==> config.mk <==
export PLATFORM = sky130hd
export DESIGN_NAME = hs_rr_arb
export DESIGN_NICKNAME = d
export VERILOG_FILES = /design/src/rtl/hs_arb_pkg.sv /design/src/rtl/hs_skid_buf.sv /design/src/rtl/hs_rr_arb.sv
export SDC_FILE = /design/constraint.sdc
export NUM_CORES = 1
export LEC_CHECK = 0
export CORE_UTILIZATION = 41
export DETAILED_ROUTE_END_ITERATION = 10
export PLACE_DENSITY = 0.86
export REMOVE_ABC_BUFFERS = 1
export SYNTH_ARGS = -nofsm -noshare
export SYNTH_HDL_FRONTEND = slang
export SYNTH_SLANG_ARGS = --single-unit
==> constraint.sdc <==
create_clock -name clk -period 8.55 [get_ports clk]
set_input_delay 1.2825 -clock clk [delete_from_list [all_inputs] [get_ports clk]]
set_output_delay 1.2825 -clock clk [all_outputs]
set_load 0.01 [all_outputs]
==> src/rtl/hs_arb_pkg.sv <==
// Shared types and the round-robin pick function for the packet-aware arbiter.
package hs_arb_pkg;

  typedef enum logic {IDLE, LOCK} arb_state_t;

  localparam int MAX_REQ   = 32;
  localparam int MAX_ID_WD = 5;

  typedef struct packed {
    logic                 found;
    logic [MAX_ID_WD-1:0] idx;
  } pick_t;

  // First set bit at or above ptr wins; otherwise wrap to the lowest set bit.
  // Callers zero-extend req, so unused upper bits never win.
  function automatic pick_t rr_pick(input logic [MAX_REQ-1:0] req,
                                    input logic [MAX_ID_WD-1:0] ptr);
    pick_t lo;
    pick_t hi;
    lo = '0;
    hi = '0;
    for (int i = MAX_REQ - 1; i >= 0; i--) begin
      if (req[i]) begin
        lo.found = 1'b1;
        lo.idx   = MAX_ID_WD'(i);
        if (i >= int'(ptr)) begin
          hi.found = 1'b1;
          hi.idx   = MAX_ID_WD'(i);
        end
      end
    end
    return hi.found ? hi : lo;
  endfunction

endpackage

==> src/rtl/hs_skid_buf.sv <==
// 2-entry registered FIFO: 1-cycle push-to-pop latency, 1 beat/cycle sustained.
// push_ready comes only from a flop, so it never depends on pop_ready in the same cycle.
module hs_skid_buf #(
  parameter int W = 8
) (
  input  logic         clk,
  input  logic         rst,
  input  logic         push_valid,
  output logic         push_ready,
  input  logic [W-1:0] push_data,
  output logic         pop_valid,
  input  logic         pop_ready,
  output logic [W-1:0] pop_data
);

  logic [W-1:0] head;
  logic [W-1:0] tail;
  logic         head_full;
  logic         tail_full;
  logic         push;
  logic         pop;

  assign push_ready = !tail_full;
  assign pop_valid  = head_full;
  assign pop_data   = head;
  assign push       = push_valid & push_ready;
  assign pop        = head_full & pop_ready;

  // tail is only ever occupied behind a full head, and a push never lands while tail is full.
  always_ff @(posedge clk) begin
    if (rst) begin
      head_full <= 1'b0;
      tail_full <= 1'b0;
    end else if (pop) begin
      if (tail_full) begin
        head      <= tail;
        tail_full <= 1'b0;
      end else if (push) begin
        head <= push_data;
      end else begin
        head_full <= 1'b0;
      end
    end else if (push) begin
      if (!head_full) begin
        head      <= push_data;
        head_full <= 1'b1;
      end else begin
        tail      <= push_data;
        tail_full <= 1'b1;
      end
    end
  end

endmodule

==> src/rtl/hs_rr_arb.sv <==
// Packet-aware round-robin merge of N_REQ valid/ready channels; 1-cycle latency via skid stage.
// A winner keeps the grant until its last beat is accepted; ready_in drops when the skid is full.
module hs_rr_arb #(
  parameter int N_REQ   = 4,
  parameter int DATA_WD = 32,
  parameter int ID_WD   = $clog2(N_REQ)
) (
  input  logic                     clk,
  input  logic                     rst,
  input  logic [N_REQ-1:0]         valid_in,
  input  logic [N_REQ*DATA_WD-1:0] data_in,
  input  logic [N_REQ-1:0]         last_in,
  output logic [N_REQ-1:0]         ready_in,
  output logic                     valid_out,
  output logic [DATA_WD-1:0]       data_out,
  output logic                     last_out,
  output logic [ID_WD-1:0]         src_id_out,
  input  logic                     ready_out
);

  import hs_arb_pkg::*;

  typedef struct packed {
    logic [DATA_WD-1:0] data;
    logic               last;
    logic [ID_WD-1:0]   id;
  } beat_t;

  localparam int BEAT_WD = $bits(beat_t);

  arb_state_t       state;
  logic [ID_WD-1:0] rr_ptr;
  logic [ID_WD-1:0] lock_id;
  logic [ID_WD-1:0] gnt;
  logic             gnt_any;
  logic             push_valid;
  logic             skid_ready;
  logic             fire;
  pick_t            pick;
  beat_t            in_beat;
  beat_t            out_beat;

  always_comb begin
    pick = rr_pick(MAX_REQ'(valid_in), MAX_ID_WD'(rr_ptr));
    if (state == LOCK) begin
      gnt     = lock_id;
      gnt_any = 1'b1;
    end else begin
      gnt     = pick.idx[ID_WD-1:0];
      gnt_any = pick.found;
    end
  end

  // While locked, ready follows lock_id even if that requester has paused its valid.
  always_comb begin
    ready_in = '0;
    if (gnt_any && skid_ready) ready_in[gnt] = 1'b1;
  end

  assign push_valid = gnt_any & valid_in[gnt];
  assign fire       = push_valid & skid_ready;

  always_comb begin
    in_beat      = '0;
    in_beat.data = data_in[gnt*DATA_WD +: DATA_WD];
    in_beat.last = last_in[gnt];
    in_beat.id   = gnt;
  end

  always_ff @(posedge clk) begin
    if (rst) begin
      state   <= IDLE;
      rr_ptr  <= '0;
      lock_id <= '0;
    end else if (fire) begin
      if (in_beat.last) begin
        state  <= IDLE;
        rr_ptr <= (gnt == ID_WD'(N_REQ - 1)) ? '0 : gnt + 1'b1;
      end else begin
        state   <= LOCK;
        lock_id <= gnt;
      end
    end
  end

  hs_skid_buf #(.W(BEAT_WD)) u_skid (
    .clk        (clk),
    .rst        (rst),
    .push_valid (push_valid),
    .push_ready (skid_ready),
    .push_data  (in_beat),
    .pop_valid  (valid_out),
    .pop_ready  (ready_out),
    .pop_data   (out_beat)
  );

  assign data_out   = out_beat.data;
  assign last_out   = out_beat.last;
  assign src_id_out = out_beat.id;

endmodule

Yosys cells after proc, flatten, opt, wreduce, memory -nomap -nowiden
Index checks and enable logic that the tools add are counted.
{"block": "totals", "reg_bits": 77, "elab_cells": 67, "out_inout_bits": 40, "inputBits": 139}
{"block": "classes", "n_addsub": 1, "reduce_logical": 12, "n_shift": 1, "magnitude_cmp": 5, "eq_ne": 4, "n_mux": 31, "bitwise": 6}
{"cell": "35-bit 2-to-1 mux", "n": 5}
{"cell": "128-bit by 8-bit variable part select with 32-bit output", "n": 1}
{"cell": "6-bit 2-to-1 mux", "n": 11}
{"cell": "1-bit 2-to-1 mux", "n": 9}
{"cell": "4-bit AND reduction", "n": 2}
{"cell": "2-bit != test (second input constant)", "n": 3}
{"cell": "2-bit AND reduction", "n": 3}
{"cell": "1-bit binary-select mux with 2-bit select", "n": 2}
{"cell": "1-bit by 2-bit greater-or-equal comparator with 1-bit output (first input constant)", "n": 2}
{"cell": "2-bit 2-to-1 mux", "n": 2}
{"cell": "4-bit 2-to-1 mux", "n": 1}
{"cell": "2-bit nonzero test", "n": 2}
{"cell": "1-bit bitwise AND", "n": 3}
{"cell": "2-bit by 3-bit less-than comparator with 1-bit output (second input constant)", "n": 1}
{"cell": "1-bit NOT", "n": 3}
{"cell": "3-bit AND reduction", "n": 1}
{"cell": "2-bit by 1-bit adder with 2-bit output (second input constant)", "n": 1}
{"cell": "1-bit demux with 2-bit select", "n": 1}
{"cell": "2-bit == test (second input constant)", "n": 1}
{"cell": "2-bit by 1-bit greater-or-equal comparator with 1-bit output (second input constant)", "n": 1}
{"cell": "2-bit greater-or-equal comparator (first input constant)", "n": 1}
{"cell": "1-bit logical AND", "n": 2}
{"cell": "2-bit OR reduction", "n": 1}
{"cell": "1-bit logical NOT", "n": 1}

Longest topological paths before layout
Gate-level depths: netlist (run 1).
{"block": "logic_depth", "depth_word": 16, "depth_mapped": 9, "depth_no_buf": 8}

Modules after synthesis
Synthesis (run 1) repeated with hierarchy kept, for this count alone.
{"block": "hier_totals", "hier_cells": 407, "area_unflattened_um2": 4360.4}
{"mod": "hs_skid_buf", "instances": 1, "seq_area_each_um2": 2142.1, "cells_per_inst": 121, "area_per_inst_um2": 2755.1}
{"mod": "hs_rr_arb", "instances": 1, "seq_area_each_um2": 100.1, "cells_per_inst": 286, "area_per_inst_um2": 1605.3}

Worst setup path after synthesis (run 1)
No wires, ideal clock.
{"block": "synth_path", "path_kind": "input to register", "from": "input port valid_in[0]", "to": "register u_skid.tail[0], enable pin", "path_stages": 5, "t_required_ps": 8022, "t_arrival_ps": 6034, "path_buffers": 0, "setup_slack_ps": 1988, "setup_ps": 528, "path_cell_list": "nor2b_1 -> o311a_1 -> nor4b_1 -> o32ai_2 -> nor4b_1"}
{"block": "synth_between", "elab_chain_cells": 8, "elab_cells_between_ends": 10, "classes_between": "7 x mux; 2 x bitwise; 1 x reduce/logical"}
{"element": "start: declaration", "line_no": "hs_rr_arb.sv:10", "rtl": "input logic [N_REQ-1:0] valid_in,"}
{"element": "6-bit 2-to-1 mux", "line_no": "hs_arb_pkg.sv:23", "rtl": "if (req[i]) begin"}
{"element": "6-bit 2-to-1 mux", "line_no": "hs_arb_pkg.sv:32", "rtl": "return hi.found ? hi : lo;"}
{"element": "2-bit 2-to-1 mux", "line_no": "hs_rr_arb.sv:45", "rtl": "if (state == LOCK) begin"}
{"element": "1-bit binary-select mux with 2-bit select", "line_no": "hs_rr_arb.sv:60", "rtl": "assign push_valid = gnt_any & valid_in[gnt];"}
{"element": "1-bit 2-to-1 mux (not written as such)", "line_no": "hs_rr_arb.sv:60"}
{"element": "1-bit bitwise AND (*)", "line_no": "hs_rr_arb.sv:60"}
{"element": "1-bit bitwise AND (*)", "line_no": "hs_skid_buf.sv:26", "rtl": "assign push = push_valid & push_ready;"}
{"element": "4-bit AND reduction (no line) (*)"}
{"element": "end signal: assignment", "line_no": "hs_skid_buf.sv:48", "rtl": "tail <= push_data;"}
{"element": "end: declaration", "line_no": "hs_skid_buf.sv:17", "rtl": "logic [W-1:0] tail;"}
Mark *: on every way between the ends. The rest lies on a longest branch, timed or not. The select of a mux whose other input is x is not followed.
A chain may end at the register's enable or synchronous reset.

Final worst setup path (run 1)
{"block": "layout_path", "from": "input port valid_in[0]", "to": "output port ready_in[3]"}
{"block": "layout_between", "elab_chain_cells": 8, "elab_cells_between_ends": 12, "classes_between": "2 x order compare; 8 x mux; 2 x reduce/logical"}
{"element": "6-bit 2-to-1 mux", "line_no": "hs_arb_pkg.sv:23"}
{"element": "6-bit 2-to-1 mux (*)", "line_no": "hs_arb_pkg.sv:32"}
{"element": "2-bit 2-to-1 mux", "line_no": "hs_rr_arb.sv:45"}
{"element": "2-bit by 3-bit less-than comparator with 1-bit output (not written as such) or 2-bit by 1-bit greater-or-equal comparator with 1-bit output (tied branches)", "line_no": "hs_rr_arb.sv:57", "rtl": "if (gnt_any && skid_ready) ready_in[gnt] = 1'b1;"}
{"element": "1-bit logical AND (not written as such)", "line_no": "hs_rr_arb.sv:57"}
{"element": "1-bit 2-to-1 mux (not written as such)", "line_no": "hs_rr_arb.sv:57"}
{"element": "1-bit demux with 2-bit select", "line_no": "hs_rr_arb.sv:57"}
{"element": "4-bit 2-to-1 mux (*)", "line_no": "hs_rr_arb.sv:57"}
{"element": "end: declaration", "line_no": "hs_rr_arb.sv:13", "rtl": "output logic [N_REQ-1:0] ready_in,"}
Mark *: on every way between the ends. The rest lies on a longest branch, timed or not.

==> results of run 1 <==
-- cell type report --
class | instances | area, µm²
timing repair buffer | 182 | 1810
inverter | 4 | 15.0
clock inverter | 6 | 55.1
sequential | 77 | 2240
tap | 133 | 166
multi-input combinational | 200 | 1870
fill | 757 | 3580
clock buffer | 9 | 124
-- through the flow --
step	utilization [%]	power, µW	instances	cell area (µm²)	hold slack, ns
finish	63.7	1760	611	6290	0.526
detailed placement	61.9	1520	596	6110	0.509
CTS	63.7	1780	611	6290	0.525
global route	63.7	1870	611	6290	0.561
floorplan	-	1220	281	4100	0.474
global placement	61.9	1480	596	6110	0.506
-- metal layers --
layer / routed length, µm / part of all wire [%] / vias up / global-route usage, %
li1: - / - / 1521 / -
met1: 3550 / 37 / 1519 / 19.0
met2: 5010 / 53 / 152 / 33.0
met3: 727 / 7.6 / 22 / 4.97
met4: 226 / 2.4 / 0 / 8.23
met5: 0 / 0 / - / 0
-- tightest hold or removal path, stage by stage, from the launching register on --
cell and delay [ns]:
edfxtp_1 0.32, nand2_1 0.04, o21ai_0 0.06
-- logic make-up after synthesis --
family | Yosys count
mux | 129
flops | 77
simple gates | 35
compound gates | 32
buf+inv | 20
fa+ha+maj | 4
-- synthesized netlist by cell type --
cell type / number / area share, %
a211oi_1: 2 / 0.36
a21oi_1: 8 / 0.95
a221o_1: 1 / 0.24
a221oi_1: 2 / 0.42
a311oi_1: 1 / 0.21
a32o_1: 1 / 0.24
and2_1: 5 / 0.74
and3_1: 1 / 0.15
buf_1: 2 / 0.18
buf_2: 6 / 0.71
buf_6: 5 / 1.3
clkbuf_1: 3 / 0.27
dfxtp_1: 7 / 3.3
edfxtp_1: 70 / 50
ha_1: 4 / 1.2
inv_1: 1 / 0.089
inv_2: 3 / 0.27
mux2_2: 33 / 8.8
mux2i_1: 96 / 23
nand2_1: 7 / 0.62
nand2b_1: 2 / 0.30
nand3_1: 3 / 0.36
nand4_1: 1 / 0.15
nor2_1: 2 / 0.18
nor2b_1: 5 / 0.74
nor3_1: 1 / 0.12
nor3_2: 1 / 0.24
nor4_2: 1 / 0.30
nor4_4: 1 / 0.51
nor4b_1: 2 / 0.42
o211ai_1: 1 / 0.18
o21ai_0: 6 / 0.71
o21ai_1: 1 / 0.12
o221a_2: 1 / 0.27
o311a_1: 1 / 0.24
o311ai_0: 1 / 0.21
o31ai_1: 2 / 0.36
o32a_1: 2 / 0.48
o32ai_1: 1 / 0.21
o32ai_2: 1 / 0.39
or2_4: 1 / 0.21
or4_1: 2 / 0.36
-- worst min path at each step --
| stage | endpoint | slack, ns | cells after the start |
|---|---|---|---|
| finish | u_skid.pop_data[1]$_DFFE_PP_ | 0.53 | 2 |
| global route | rr_ptr[1]$_SDFFE_PP0P_ | 0.56 | 2 |
| CTS | rr_ptr[1]$_SDFFE_PP0P_ | 0.53 | 2 |
| detailed placement | u_skid.pop_data[1]$_DFFE_PP_ | 0.51 | 2 |
| global placement | u_skid.pop_data[2]$_DFFE_PP_ | 0.51 | 2 |
| floorplan | rr_ptr[1]$_SDFFE_PP0P_ | 0.47 | 2 |
-- registers in the layout (all words and copies together) (netlist names) --
signal            cells
u_skid.tail_full      1
u_skid.pop_data      35
lock_id               2
state                 1
rr_ptr                2
u_skid.tail          35
u_skid.pop_valid      1
-- cell usage in the layout, fill, tap and decap left out, types with 3 or more instances in the layout --
cell             count
clkdlybuf4s50_1    178
mux2i_1             96
edfxtp_1            70
mux2_2              33
clkbuf_8             9
a21oi_1              8
nand2_1              7
dfxtp_1              7
o21ai_0              6
nor2b_1              5
and2_1               5
ha_1                 4
buf_4                4
inv_2                3
nand3_1              3
-- power by group --
part	internal (µW)	switching [µW]	total (µW)
logic	461	423	885
registers	579	40.3	619
clock network	130	122	252
total	1170	586	1760
==> reports/qor.txt, run 1 <==
======================================================================================
Mapped cell area ........................................................     4210 µm²
Fin crit share ..........................................................        65.2%
Simple-Gate Fraction of Synth Area ......................................        5.39%
Maximum root-to-sink buffer count .......................................            2
Post-CTS repair timing setup buffer count ...............................            0
Final-report setup violation count ......................................            0
FF-to-FF End ............................................................ u_skid.tail[1]$_DFFE_PP_
RSZ-0062 raised after global routing ....................................           no
Peak clock frequency supported by timing ................................      179 MHz
# resized after CTS .....................................................            0
Clock tree root buffer cell .............................................     clkbuf_8
Library cell contributing the largest single delay on the critical path .        inv_2
Biggest fanout along the worst timing path ..............................           37
Chip Width ..............................................................       103 µm
Worst setup path endpoint ...............................................  ready_in[3]
Syn Inst Count ..........................................................          297
CP Launch Type ..........................................................    input pin
Highest cell delay on the worst timing path .............................      0.77 ns
Global-route wire length before repair ..................................     14500 µm
Path category of the worst min-delay check ..............................      reg2reg
Worst setup path category ...............................................       in2out
Number of diodes added for antenna fixing ...............................            0
Total global-route track usage ..........................................        17.9%
Fraction of final layout cells with drive strength greater than 1 .......        13.0%
Layout net count ........................................................          617
Post-synthesis share of cell area spent on xor and xnor gates ...........           0%
Number of violations of the max-capacitance limit .......................            0
Largest family of logic cells by synthesized area ....................... multiplexers
Clock transition at path regs ...........................................      0.07 ns
Area of the die .........................................................    10700 µm²
Adder-cell area share of the yosys netlist ..............................        1.19%
Number of ports placed on the die boundary ..............................          179
Critical path's most frequent cell ...................................... clkdlybuf4s50_1
Critical path depth in cells ............................................            8
Initial core utilization ................................................        42.6%
Launch instance of the worst register-to-register path .................. state$_SDFFE_PP0N_
Post-Route Setup TNS ....................................................         0 ns
Number of detailed-routing iterations run before antenna repair .........            4
Final Critical Period ...................................................      5.57 ns
Place WS ................................................................      2.94 ns
Relative slew slack .....................................................        34.0%
Crit path buf inv count .................................................            3
Number of DRC markers in iteration 0 ....................................           77
DR WL/cell ..............................................................      15.6 µm
Compound-gate portion of the synthesized area ...........................        5.56%
Routed wire length ......................................................      9520 µm
Remaining routing DRC violations ........................................            0
Count of antenna-violating nets left after detailed routing .............            0
H-tree depth ............................................................            3
Clock latency on the worst-skew pair ....................................      0.34 ns
Result of the run ....................................................... complete, no violations
Worst hold start ........................................................ u_skid.tail[1]$_DFFE_PP_
Hold buffer count at cts ................................................            0
Clock Skews .............................................................    0.0111 ns
Detail-routed via count per cell ........................................         5.26
Number of standard-cell rows in the floorplan ...........................           36
Source of the critical timing path ......................................  valid_in[0]
Worst IR drop on VDD ....................................................       186 µV
Initial antenna violation count .........................................            0
Register area share after synthesis .....................................        53.3%
Area delta synth->final .................................................        49.5%
Vias in the first global route ..........................................         3205
Total of warnings raised by yosys .......................................            0
Path depth of the worst reg2reg path ....................................            8
Post-route worst setup slack ............................................      2.98 ns
Synthesized area divided by synthesized cell count ......................     14.2 µm²
Total via count after detailed routing ..................................         3214
Count of pins over their slew limit .....................................            0
Static Leak .............................................................   0.00242 µW
Required arrival time at the worst endpoint .............................      7.27 ns
Total power density per cell area .......................................   279 nW/µm²
Inserted Clock Buffers ..................................................            9
Cell-by-cell listing of the critical path ............................... clkdlybuf4s50_1 > nor2b_1 > o311ai_0 > nand2_1 > inv_2 > ha_1 > and2_1 > clkdlybuf4s50_1
CP Capture Type .........................................................   output pin
Slew at the pin closest to its max-slew limit ...........................     0.988 ns
Cell type group with the largest total delay on the critical path ....... buffers and inverters
Worst R2R Setup Slack ...................................................      5.45 ns
Number of distinct library cells after synthesis ........................           42
Maximum number of pins on one net before global-route repair ............           38
Vertical extent of the die ..............................................       103 µm
CTS Sinks ...............................................................           77
Worst endpoint data arrival time ........................................      4.29 ns
Routability-driven placement congestion ratio ...........................        0.854
Portion of netlist area occupied by mux cells ...........................        31.7%
Post-DP HPWL ............................................................      7140 µm
Number of buffers added on ports ........................................          178
Post-synthesis sequential element count .................................           77
Total global routing overflow ...........................................            0
Clock tree from TritonCTS ...............................................        built
Hold Violations, Final ..................................................            0
Core footprint ..........................................................     9860 µm²
======================================================================================
(Power assumes the default switching activity.)
==> inputs of run 2 (changes only) <==
==> constraint.sdc (replaced) <==
create_clock -name clk -period 5.25 [get_ports clk]
set_input_delay 0.7875 -clock clk [delete_from_list [all_inputs] [get_ports clk]]
set_output_delay 0.7875 -clock clk [all_outputs]
set_load 0.01 [all_outputs]
==> run 2 against run 1 <==
  * Sequential share of layout area is 0.41 points lower
  * Total power is 69% higher
  * Clock skew down 0.0033 ns
  * Critical path depth did not move
  * Die area unchanged
  * Largest cell class unchanged
==> reports/qor.txt, run 2 (same netlist as run 1, synthesis figures left out) <==
======================================================================================
Chip Width ..............................................................       103 µm
CP Capture Type .........................................................   output pin
Maximum number of pins on one net before global-route repair ............           38
Post-Route Setup TNS ....................................................         0 ns
Vertical extent of the die ..............................................       103 µm
Switching share of power ................................................        32.4%
Number of buffers added on ports ........................................          178
Top library cells by usage in the layout, fill and taps aside ........... clkdlybuf4s50_1 (178), mux2i_1 (96), edfxtp_1 (70), mux2_2 (33), clkbuf_8 (9)
Initial core utilization ................................................        42.6%
Footprint of the flip-flops and latches .................................     2240 µm²
RSZ-0062 raised after global routing ....................................           no
Post-route cell area ....................................................     6360 µm²
Number of standard-cell rows in the floorplan ...........................           36
Result of the run ....................................................... complete, no violations
Sequential cell fraction of total power .................................        33.9%
Layout net count ........................................................          620
Highest cell delay on the worst timing path .............................      0.52 ns
Global-route wire length before repair ..................................     14700 µm
Routability-driven placement congestion ratio ...........................        0.936
Initial antenna violation count .........................................            0
Core footprint ..........................................................     9860 µm²
Peak clock frequency supported by timing ................................      232 MHz
CP Launch Type ..........................................................    input pin
Number of violations of the max-capacitance limit .......................            0
Fraction of final layout cells with drive strength greater than 1 .......        13.3%
Total power density per cell area .......................................   467 nW/µm²
Required arrival time at the worst endpoint .............................      4.46 ns
Total global routing overflow ...........................................            0
Worst endpoint data arrival time ........................................      3.52 ns
Critical path's most frequent cell ...................................... clkdlybuf4s50_1
Maximum root-to-sink buffer count .......................................            2
Clock latency on the worst-skew pair ....................................      0.34 ns
DR WL/cell ..............................................................      15.5 µm
Cell area after placement ...............................................     6130 µm²
Relative slew slack .....................................................        44.7%
Static Leak .............................................................   0.00246 µW
Worst IR drop on VDD ....................................................       298 µV
Post-DP HPWL ............................................................      7250 µm
Number of DRC markers in iteration 0 ....................................           83
Crit path buf inv count .................................................            3
Count of antenna-violating nets left after detailed routing .............            0
Inserted Clock Buffers ..................................................            9
H-tree depth ............................................................            3
Number of ports placed on the die boundary ..............................          179
Area of the die .........................................................    10700 µm²
Fin crit share ..........................................................        82.0%
Cell-by-cell listing of the critical path ............................... clkdlybuf4s50_1 > nor2b_1 > o311ai_0 > nand2_1 > inv_2 > ha_1 > and2_1 > clkdlybuf4s50_1
Clock share of power ....................................................        17.4%
Cell Int Power ..........................................................      2010 µW
Combinational group share of total power ................................        48.8%
Cell type group with the largest total delay on the critical path ....... buffers and inverters
Final Critical Period ...................................................      4.31 ns
Number of diodes added for antenna fixing ...............................            0
Remaining routing DRC violations ........................................            0
# resized after CTS .....................................................            0
Routed wire length ......................................................      9530 µm
Hold buffer count at cts ................................................            0
Place WS ................................................................     0.954 ns
Commonest non-fill, non-tap cell in the layout .......................... clkdlybuf4s50_1
Post-route worst setup slack ............................................     0.944 ns
Clock tree root buffer cell .............................................     clkbuf_8
Path category of the worst min-delay check ..............................      reg2reg
Library cell contributing the largest single delay on the critical path . clkdlybuf4s50_1
Count of pins over their slew limit .....................................            0
Area delta synth->final .................................................        51.3%
Total via count after detailed routing ..................................         3198
Worst setup path category ...............................................       in2out
CTS Sinks ...............................................................           77
Total global-route track usage ..........................................        18.4%
Biggest fanout along the worst timing path ..............................           18
Final-report setup violation count ......................................            0
Area used by multi-input combinational logic ............................     1870 µm²
Slew at the pin closest to its max-slew limit ...........................     0.830 ns
Clock tree from TritonCTS ...............................................        built
Vias in the first global route ..........................................         3172
Number of detailed-routing iterations run before antenna repair .........            4
Post-CTS repair timing setup buffer count ...............................            0
Detail-routed via count per cell ........................................         5.20
Hold Violations, Final ..................................................            0
Number of inserted filler cells in the final layout .....................          757
Clock transition at path regs ...........................................      0.07 ns
Clock Skews .............................................................   0.00787 ns
Power spent charging and discharging nets ...............................       963 µW
======================================================================================
[run 2: cell types whose count changed in the layout (fill, tap and decap cells not counted)]
cell and delta:
clkbuf_1 +1, clkinv_2 -2, bufinv_16 +2, clkinvlp_4 -1, clkinv_1 +1, buf_4 +3
[run 2: worst paths after layout]
check	from	endpoint	depth (start not counted)	slack, ns
setup reg to reg	rr_ptr[0]$_SDFFE_PP0P_	lock_id[1]$_SDFFE_PP0P_	9	2.28
hold / removal	u_skid.tail[1]$_DFFE_PP_	u_skid.pop_data[1]$_DFFE_PP_	2	0.53
hold reg to reg	u_skid.tail[1]$_DFFE_PP_	u_skid.pop_data[1]$_DFFE_PP_	2	0.53
setup / recovery	valid_in[0]	ready_in[3]	8	0.94
[run 2: worst reg2reg max path: stages, from the launching register on]
cell and delay (ns):
dfxtp_1 0.40, nor2b_1 0.14, o311ai_0 0.49, nand2_1 0.24, inv_2 0.43, buf_4 0.45, a32o_1 0.37, inv_2 0.10
o21ai_1 0.14, a21oi_1 0.08
[run 2: power groups by stage]
stage | logic (µW) | registers (µW) | clock network [µW]
2_1_floorplan | 919 | 1080 | 0
3_3_place_gp | 1420 | 1010 | 0
3_5_place_dp | 1470 | 1020 | 0
4_1_cts | 1470 | 1010 | 526
5_1_grt | 1580 | 1020 | 560
6_report | 1450 | 1010 | 516
[run 2: final cells by class]
type	count	area share (%)
clock buffers	10	2.01
clock inverters	6	1.59
inverters	4	0.236
multi-input cells	200	29.5
flip-flops and latches	77	35.2
well taps	133	2.62
repair buffers	185	28.8
[run 2: stage by stage]
stage               util [%]  hold slack, ns  instances  total power, µW
CTS                     64.5           0.539        615             3000
finish                  64.5           0.533        615             2970
floorplan                  -           0.474        281             1990
global route            64.5           0.550        615             3160
global placement        62.2           0.506        599             2430
detailed placement      62.2           0.518        599             2490
[run 2: metal layers]
layer	GRT usage [%]	wire length [µm]
met5	0	0
met4	6.28	157
met3	5.65	765
met2	34.7	5070
met1	19.3	3550
==> inputs of run 3 (changes only) <==
--- a/config.mk
+++ b/config.mk
@@ -5,9 +5,9 @@
 export SDC_FILE = /design/constraint.sdc
 export NUM_CORES = 1
 export LEC_CHECK = 0
-export CORE_UTILIZATION = 41
+export CORE_UTILIZATION = 39
 export DETAILED_ROUTE_END_ITERATION = 10
-export PLACE_DENSITY = 0.86
+export PLACE_DENSITY = 0.85
 export REMOVE_ABC_BUFFERS = 1
 export SYNTH_ARGS = -nofsm -noshare
 export SYNTH_HDL_FRONTEND = slang
==> constraint.sdc (replaced) <==
create_clock -name clk -period 3.69 [get_ports clk]
set_input_delay 0.5535 -clock clk [delete_from_list [all_inputs] [get_ports clk]]
set_output_delay 0.5535 -clock clk [all_outputs]
set_load 0.01 [all_outputs]
==> run 3 against run 2 <==
  * Hold slack improved by 0.0030 ns
  * Sequential power increased by 42%
  * Clock-buffer cell count increased by 4
  * Highest routed layer unchanged
  * Critical endpoint unchanged
  * Critical path type unchanged
==> reports/qor.txt, run 3 (same netlist as run 1, synthesis figures left out) <==
================================================================================
Result of the run ................................................. complete, no violations
Number of detailed-routing iterations run before antenna repair ...            4
Count of antenna-violating nets left after detailed routing .......            0
Post-CTS repair timing setup buffer count .........................            0
Detail-routed via count per cell ..................................         5.12
Post-DP HPWL ......................................................      7350 µm
Place WS ..........................................................     0.307 ns
Commonest non-fill, non-tap cell in the layout .................... clkdlybuf4s50_1
Layout net count ..................................................          621
Inserted Clock Buffers ............................................            9
Routed length on met3 .............................................       764 µm
Area of the die ...................................................    11200 µm²
Clock latency on the worst-skew pair ..............................      0.33 ns
Maximum root-to-sink buffer count .................................            2
Top routing layer in use ..........................................         met4
Met1 layer wirelength in the final routing ........................      3660 µm
Clock tree from TritonCTS .........................................        built
Static Leak .......................................................   0.00244 µW
DR WL/cell ........................................................      15.5 µm
Routed wire length ................................................      9620 µm
Area used by multi-input combinational logic ......................     1870 µm²
Top library cells by usage in the layout, fill and taps aside ..... clkdlybuf4s50_1 (178), mux2i_1 (96), edfxtp_1 (70), mux2_2 (33), clkbuf_8 (9)
Initial antenna violation count ...................................            0
H-tree depth ......................................................            3
DR WL met2 ........................................................      5040 µm
Cell area after placement .........................................     6140 µm²
Footprint of the flip-flops and latches ...........................     2240 µm²
Relative slew slack ...............................................        42.7%
Total global routing overflow .....................................            0
Final Critical Period .............................................      3.40 ns
Biggest fanout along the worst timing path ........................            6
Post-route worst setup slack ......................................     0.290 ns
Instance count after placement with tap cells included ............          603
Remaining routing DRC violations ..................................            0
Hold Violations, Final ............................................            0
Number of ports placed on the die boundary ........................          179
Worst endpoint data arrival time ..................................      2.85 ns
Worst setup path category .........................................       in2out
Initial core utilization ..........................................        40.6%
Total power density per cell area .................................   647 nW/µm²
Vertical extent of the die ........................................       106 µm
Path category of the worst min-delay check ........................      reg2reg
Clock tree root buffer cell .......................................     clkbuf_8
Number of cells in the finished layout apart from fillers .........          619
RSZ-0062 raised after global routing ..............................           no
Total via count after detailed routing ............................         3167
Peak clock frequency supported by timing ..........................      294 MHz
Final-report setup violation count ................................            0
Number of inserted filler cells in the final layout ...............          822
Total global-route track usage ....................................        17.5%
Required arrival time at the worst endpoint .......................      3.14 ns
Number of standard-cell rows in the floorplan .....................           37
Maximum number of pins on one net before global-route repair ......           38
Number of DRC markers in iteration 0 ..............................          123
Slew at the pin closest to its max-slew limit .....................     0.860 ns
Routability-driven placement congestion ratio .....................        0.834
CP Capture Type ...................................................   output pin
# resized after CTS ...............................................            0
Clock Skews .......................................................   0.00795 ns
Number of violations of the max-capacitance limit .................            0
Post-route cell area ..............................................     6320 µm²
Global-route wire length before repair ............................     15300 µm
Area delta synth->final ...........................................        50.3%
Core footprint ....................................................    10400 µm²
Count of pins over their slew limit ...............................            0
Fraction of final layout cells with drive strength greater than 1 .        13.0%
Worst IR drop on VDD ..............................................       411 µV
Number of diodes added for antenna fixing .........................            0
Hold buffer count at cts ..........................................            0
Vias in the first global route ....................................         3252
Clock transition at path regs .....................................      0.06 ns
CTS Sinks .........................................................           77
Number of buffers added on ports ..................................          178
Chip Width ........................................................       106 µm
Fin crit share ....................................................        92.1%
CP Launch Type ....................................................    input pin
================================================================================
==> run 3: cell count changes in the layout (fill, tap and decap cells not counted) <==
cell       delta
clkbuf_1      +4
bufinv_16     -2
clkinv_1      -2
buf_4         +1
==> run 3: area by class of cell <==
| class | count | share of cell area (%) |
|---|---|---|
| tap | 136 | 2.69 |
| inverter | 4 | 0.238 |
| multi-input combinational | 200 | 29.7 |
| clock inverter | 2 | 0.535 |
| timing repair buffer | 186 | 29.1 |
| sequential | 77 | 35.5 |
| clock buffer | 14 | 2.26 |
==> run 3: layer usage <==
| metal | track usage [%] | vias to the layer above |
|---|---|---|
| met5 | 0 | - |
| met4 | 7.14 | 0 |
| met3 | 5.50 | 13 |
| met2 | 32.2 | 121 |
| li1 | - | 1524 |
| met1 | 18.4 | 1509 |
==> run 3: worst max-delay path: stages <==
cell and delay (ns):
clkdlybuf4s50_1 0.57, nor2b_1 0.11, nor4_2 0.56, nor3_4 0.11
inv_2 0.14, ha_1 0.15, and2_1 0.12, clkdlybuf4s50_1 0.53
==> run 3: stage by stage <==
| stage | hold slack, ns | setup TNS [ns] | utilization (%) | power, µW |
|---|---|---|---|---|
| after detailed placement | 0.522 | 0 | 59.2 | 3540 |
| final | 0.536 | 0 | 60.9 | 4090 |
| after CTS | 0.532 | 0 | 60.9 | 4140 |
| after global placement | 0.509 | 0 | 59.2 | 3460 |
| after floorplan | 0.474 | -351.29 | - | 2840 |
| after global routing | 0.566 | 0 | 60.9 | 4350 |
==> run 3: where the power goes <==
group	internal [µW]	switching [µW]	total, µW	leakage (µW)
Clock	312	274	587	0.0000863
Sequential	1340	91.3	1430	0.000702
Combinational	1080	988	2070	0.00165
==> run 3: path summary, 6_finish.rpt <==
| path | startpoint | endpoint | slack (ns) | cells after the start |
|---|---|---|---|---|
| hold / removal | lock_id[1]$_SDFFE_PP0P_ | lock_id[1]$_SDFFE_PP0P_ | 0.54 | 2 |
| hold reg to reg | lock_id[1]$_SDFFE_PP0P_ | lock_id[1]$_SDFFE_PP0P_ | 0.54 | 2 |
| setup reg to reg | state$_SDFFE_PP0N_ | u_skid.pop_data[33]$_DFFE_PP_ | 1.09 | 7 |
| setup / recovery | valid_in[3] | ready_in[3] | 0.29 | 8 |
